`src/rtl/conv_tile_scheduler.sv`:
```
// conv_tile_scheduler: walks GEMM tiles over every kernel group of one convolution.
// Define SCHED_PERF_CNT_EN to build the tile_req stall counter behind perf_stall_cycles.
module conv_tile_scheduler #(
  parameter int S2P_SIZE = 8,
  parameter int TENSOR_W = 8,
  parameter int ADDR_W   = 16,
  parameter int KGRP_W   = 8
) (
  input  logic                clk,
  input  logic                rstn,
  input  logic                start,
  input  logic [TENSOR_W-1:0] tensor_size,
  input  logic [3:0]          kernel_size,
  input  logic [2:0]          stride,
  input  logic [KGRP_W-1:0]   kgrp_num,
  output logic                tile_req,
  input  logic                tile_ack,
  input  logic                tile_done,
  output logic [ADDR_W-1:0]   tile_idx,
  output logic [KGRP_W-1:0]   kgrp_idx,
  output logic                last_tile,
  output logic [ADDR_W-1:0]   switch_kernel_group_addnums,
  output logic [ADDR_W-1:0]   switch_kernel_addnums,
  output logic                busy,
  output logic                conv_done,
  output logic                err_cfg,
  output logic [15:0]         perf_stall_cycles
);

  localparam int S2P_LOG2 = $clog2(S2P_SIZE);

  typedef enum logic [2:0] {IDLE, CALC, MUL, ISSUE, WAIT, DONE} state_e;

  state_e              state_q, state_d;
  logic [TENSOR_W-1:0] acc_q, acc_d, quo_q, quo_d;
  logic [2:0]          s_q, s_d;
  logic [KGRP_W-1:0]   g_q, g_d, kgrp_q, kgrp_d;
  logic [ADDR_W-1:0]   n_q, n_d, tile_q, tile_d;
  logic [ADDR_W-1:0]   grp_add_q, grp_add_d, ker_add_q, ker_add_d;
  logic                err_q, err_d;

  logic                start_ok, cfg_bad, acc_ge_s, more_tiles, more_groups;
  logic [ADDR_W-1:0]   o_w, f_w, n_w;

  assign start_ok    = (state_q == IDLE) && start;
  assign cfg_bad     = (TENSOR_W'(kernel_size) > tensor_size) || (stride == 3'd0) ||
                       (kgrp_num == '0);
  assign acc_ge_s    = acc_q >= TENSOR_W'(s_q);
  assign more_tiles  = tile_q < (n_q - ADDR_W'(1));
  assign more_groups = kgrp_q < (g_q - KGRP_W'(1));

  // O = floor((T-K)/S)+1 falls out of the repeated-subtraction quotient.
  assign o_w = ADDR_W'(quo_q) + ADDR_W'(1);
  assign f_w = o_w * o_w;
  assign n_w = (f_w + ADDR_W'(S2P_SIZE - 1)) >> S2P_LOG2;

  // NOTE: async reset in the sensitivity list; sequential state uses <= only so all flops update together.
  always_ff @(posedge clk or negedge rstn) begin
    if (!rstn) state_q <= IDLE;
    else       state_q <= state_d;
  end

  // NOTE: every always_comb output gets a default first, otherwise unlisted branches infer latches.
  always_comb begin
    state_d = state_q;
    unique case (state_q)
      IDLE:    if (start) state_d = cfg_bad ? IDLE : CALC;
      CALC:    if (!acc_ge_s) state_d = MUL;
      MUL:     state_d = ISSUE;
      ISSUE:   if (tile_ack) state_d = WAIT;
      WAIT:    if (tile_done) state_d = (more_tiles || more_groups) ? ISSUE : DONE;
      DONE:    state_d = IDLE;
      default: state_d = IDLE;
    endcase
  end

  always_comb begin
    tile_req  = 1'b0;
    busy      = 1'b0;
    conv_done = 1'b0;
    if (state_q != IDLE)  busy      = 1'b1;
    if (state_q == ISSUE) tile_req  = 1'b1;
    if (state_q == DONE)  conv_done = 1'b1;
  end

  always_comb begin
    acc_d     = acc_q;
    quo_d     = quo_q;
    s_d       = s_q;
    g_d       = g_q;
    n_d       = n_q;
    tile_d    = tile_q;
    kgrp_d    = kgrp_q;
    grp_add_d = grp_add_q;
    ker_add_d = ker_add_q;
    err_d     = 1'b0;
    if (start_ok) begin
      acc_d = tensor_size - TENSOR_W'(kernel_size);
      quo_d = '0;
      s_d   = stride;
      g_d   = kgrp_num;
      err_d = cfg_bad;
    end
    if (state_q == CALC && acc_ge_s) begin
      acc_d = acc_q - TENSOR_W'(s_q);
      quo_d = quo_q + TENSOR_W'(1);
    end
    if (state_q == MUL) begin
      n_d       = n_w;
      grp_add_d = (f_w << S2P_LOG2) - ((n_w - ADDR_W'(1)) << S2P_LOG2);
      ker_add_d = f_w - ADDR_W'(S2P_SIZE) + ADDR_W'(1);
      tile_d    = '0;
      kgrp_d    = '0;
    end
    if (state_q == WAIT && tile_done) begin
      if (more_tiles) begin
        tile_d = tile_q + ADDR_W'(1);
      end else if (more_groups) begin
        tile_d = '0;
        kgrp_d = kgrp_q + KGRP_W'(1);
      end
    end
  end

  always_ff @(posedge clk or negedge rstn) begin
    if (!rstn) begin
      acc_q     <= '0;
      quo_q     <= '0;
      s_q       <= '0;
      g_q       <= '0;
      n_q       <= '0;
      tile_q    <= '0;
      kgrp_q    <= '0;
      grp_add_q <= '0;
      ker_add_q <= '0;
      err_q     <= 1'b0;
    end else begin
      acc_q     <= acc_d;
      quo_q     <= quo_d;
      s_q       <= s_d;
      g_q       <= g_d;
      n_q       <= n_d;
      tile_q    <= tile_d;
      kgrp_q    <= kgrp_d;
      grp_add_q <= grp_add_d;
      ker_add_q <= ker_add_d;
      err_q     <= err_d;
    end
  end

  assign tile_idx                    = tile_q;
  assign kgrp_idx                    = kgrp_q;
  assign last_tile                   = (n_q != '0) && (tile_q == n_q - ADDR_W'(1));
  assign switch_kernel_group_addnums = grp_add_q;
  assign switch_kernel_addnums       = ker_add_q;
  assign err_cfg                     = err_q;

`ifdef SCHED_PERF_CNT_EN
  logic [15:0] perf_q, perf_d;

  always_comb begin
    perf_d = perf_q;
    if (start_ok) perf_d = '0;
    else if (tile_req && !tile_ack && perf_q != 16'hFFFF) perf_d = perf_q + 16'd1;
  end

  always_ff @(posedge clk or negedge rstn) begin
    if (!rstn) perf_q <= '0;
    else       perf_q <= perf_d;
  end

  assign perf_stall_cycles = perf_q;
`else
  assign perf_stall_cycles = 16'h0000;
`endif

endmodule
```
`config.mk`:
```
export PLATFORM = sky130hd
export DESIGN_NAME = conv_tile_scheduler
export DESIGN_NICKNAME = d
export VERILOG_FILES = /design/src/rtl/conv_tile_scheduler.sv
export SDC_FILE = /design/constraint.sdc
export NUM_CORES = 1
export LEC_CHECK = 0
export CORE_UTILIZATION = 36
export DETAILED_ROUTE_END_ITERATION = 10
export PLACE_DENSITY = 0.64
export SYNTH_ARGS = -nofsm -noshare
export SYNTH_HDL_FRONTEND = slang
export SYNTH_SLANG_ARGS = --single-unit
```
`constraint.sdc`:
```
create_clock -name clk -period 10.85 [get_ports clk]
set_input_delay 2.7125 -clock clk [delete_from_list [all_inputs] [get_ports clk]]
set_output_delay 2.7125 -clock clk [all_outputs]
set_load 0.05 [all_outputs]
```
==> flow_metrics.tcl <==
set metrics [dict create \
    outcome "finished clean" \
    num_rows 57 \
    syn-cell-area_sq_um 8910 \
    io_pins 105 \
    r2r_start "quo_q[0]" \
    cts_setup_buffers 0 \
    fin_setup_tns_ns 0 \
    worstHoldPathType "reg -> reg" \
    finalClockSkew_ns 0.0137 \
    yosys.area_share.simple_pct 19.9 \
    io_buffers 85 \
    powerDensity_nw_per_um2 312 \
    synth-compound-area-share_pct 13.7 \
    viasPerCell 4.99 \
    slowest_delay_ns 0.55 \
    synth_fa_ha_area_share_pct 19.5 \
    worst-slew-pin-transition_ns 1.00 \
    slew_viol_final 0 \
    maxCapViolCount 0 \
    vias 6971 \
    die_w_um 159 \
    relSlewSlack_pct 33.1 \
    synth_seq_cells 97 \
    wl_met3_um 435 \
    antenna_found_initial 0 \
    max_freq_mhz 129 \
    synth_mux_area_share_pct 2.56 \
    post_drt_wl_per_cell_um 13.4 \
    drc_errors 0 \
    start_util_pct 36.6 \
    endpoint_kind "register" \
    cts.root.buffer_cell "clkbuf_16" \
    wl_um 18800 \
    ant_nets 0 \
    cp.arrival_ns 7.99 \
    cp_max_fo 12 \
    area_growth_pct 15.3 \
    final_layout_size_suffix_gt1_share_pct 7.55 \
    syn_area_per_cell_sq_um 8.92 \
    clk_path_buf_depth 2 \
    met2_length_um 9290 \
    synth-xor-area-share_pct 9.39 \
    ys_async_sr_fraction_pct 100 \
    synthFlopType "dfrtp_1" \
    clkSinkCount 97 \
    hold_viol_final 0 \
    cts_resized 0 \
    grt_overflow 0 \
    syn-instance-count 999 \
    clkSlewWorstSetupHoldPaths_ns 0.08 \
    grt_pass1_vias 6477 \
    grt_max_degree 88 \
    synth_top_family_by_area "simple AND/OR/NAND/NOR gates" \
    hold_end "switch_kernel_group_addnums[11]" \
    min_path_cells 2 \
    ir_drop_mv 0.156 \
    fp.dieH_um 159 \
    ys_types 79 \
    cts_tree "yes" \
    r2r_cells 29 \
    clock_latency_ns 0.36 \
    yosysSeqAreaShare_pct 27.2 \
    fin_util_pct 42.3 \
    yosysWarningCount 0 \
    gp_congestion 0.852 \
    numCtsBuffers 9 \
    grt_first_pass_wirelength_um 31000 \
    wirelength_met1_um 8810 \
    hold_start "switch_kernel_group_addnums[11]" \
    gr-usage-all-layers_pct 14.8 \
    r2r_setup_slack_ns 3.07 \
    drt_pass1_iterations 5 \
    crit_slowest_cell "fa_1" \
    die-area_sq_um 25400 \
    final_nets 1213 \
    h-tree-depth 3 \
    rsz0062_at_grt "false" \
    r2r_end "switch_kernel_group_addnums[15]" \
    fillers 2383 \
    dr.max_layer_used "met4" \
    drt_iter0_markers 349 \
    postCtsHoldBufs 0 \
    fin_crit_ns 7.78 \
    core_area_sq_um 24300 \
    place_hpwl_um 14900 \
    num_antenna_cells 0 \
    p_leak_nw 4.66 \
    finalCritPeriodShare_pct 71.7 \
    crit_required_ns 11.06 \
    worstSetupPathType "reg -> reg" \
    synth_edf_count 0 \
    setup_viol 0 \
    start_kind "register" \
]
[synth_stat cells (27+ instances only)]
cell     count  area [sq um]
xnor2_1     55           482
nor2_1      64           240
inv_1       96           360
o21ai_0     61           305
nand2_1    117           439
ha_1        80          1000
a21oi_1     30           150
nand3_1     27           135
xor2_1      30           263
dfrtp_1     97          2430
fa_1        37           741
[flip-flops by register name (all words and copies together), names as in the netlist]
register                     count
n_q                             13
err_cfg                          1
switch_kernel_group_addnums     13
kgrp_idx                         8
quo_q                            8
tile_idx                        16
acc_q                            8
state_q                          3
s_q                              3
switch_kernel_addnums           16
g_q                              8
[cell usage in the layout, fill, tap and decap left out, types with 30 or more instances in the layout]
cell,instances
nor2_1,64
a21oi_1,30
inv_1,96
ha_1,80
xor2_1,30
xnor2_1,55
fa_1,37
dfrtp_1,97
clkdlybuf4s50_1,84
nand2_1,117
o21ai_0,61
[layout make-up]
class	instances	area, sq um	share of cell area [%]
multi-input combinational	773	5900	57.4
timing repair buffer	89	878	8.55
tap	324	405	3.94
inverter	98	370	3.60
sequential	97	2430	23.6
clock buffer	9	225	2.19
clock inverter	7	70.1	0.682
[metrics by stage]
step	setup slack (ns)	cells	hold slack, ns	power [W]	cell area, sq um
final	3.07	1397	0.476	0.00321	10300
after global routing	2.42	1397	0.519	0.00349	10300
after CTS	3.05	1397	0.487	0.00325	10300
after detailed placement	3.08	1381	0.471	0.00290	9980
after global placement	3.27	1381	0.467	0.00288	9980
after floorplan	4.01	1020	0.456	0.00239	8990
[power breakdown]
group	switching [W]	total [W]	internal, W
Clock	0.000160	0.000322	0.000163
Combinational	0.00136	0.00228	0.000915
Sequential	0.000123	0.000609	0.000487
Total	0.00165	0.00321	0.00156
[how the worst max path moves through the flow]
stage / from / endpoint / slack [ns]
global route: quo_q[0] / switch_kernel_group_addnums[15] / 2.42
floorplan: quo_q[0] / switch_kernel_group_addnums[15] / 4.01
finish: quo_q[0] / switch_kernel_group_addnums[15] / 3.07
detailed placement: quo_q[0] / switch_kernel_group_addnums[15] / 3.08
global placement: quo_q[0] / switch_kernel_group_addnums[15] / 3.27
CTS: quo_q[0] / switch_kernel_group_addnums[15] / 3.05
[metal layers]
metal  track usage (%)  up-vias
li1                  -     3505
met5                 0        -
met4              3.76        0
met2              25.4       90
met3              2.08       18
met1              19.5     3358
[logic make-up after synthesis]
family / after synthesis
buffers and inverters: 150
AND/OR/NAND/NOR: 344
other: 2
adder cells (fa/ha/maj): 117
multiplexers: 21
AO/OA/AOI/OAI: 178
XOR/XNOR: 90
flip-flops: 97
[critical path, delay by kind of cell (launching register included)]
family	cells	cell delay (ns)
adders and majority gates	7	3.11
and+or+nand+nor	9	1.92
AOI/OAI and AO/OA	4	0.69
xor gates and xnor gates	5	0.98
DFF	1	0.54
buffers and inverters	4	0.43
(Power assumes the default switching activity.)
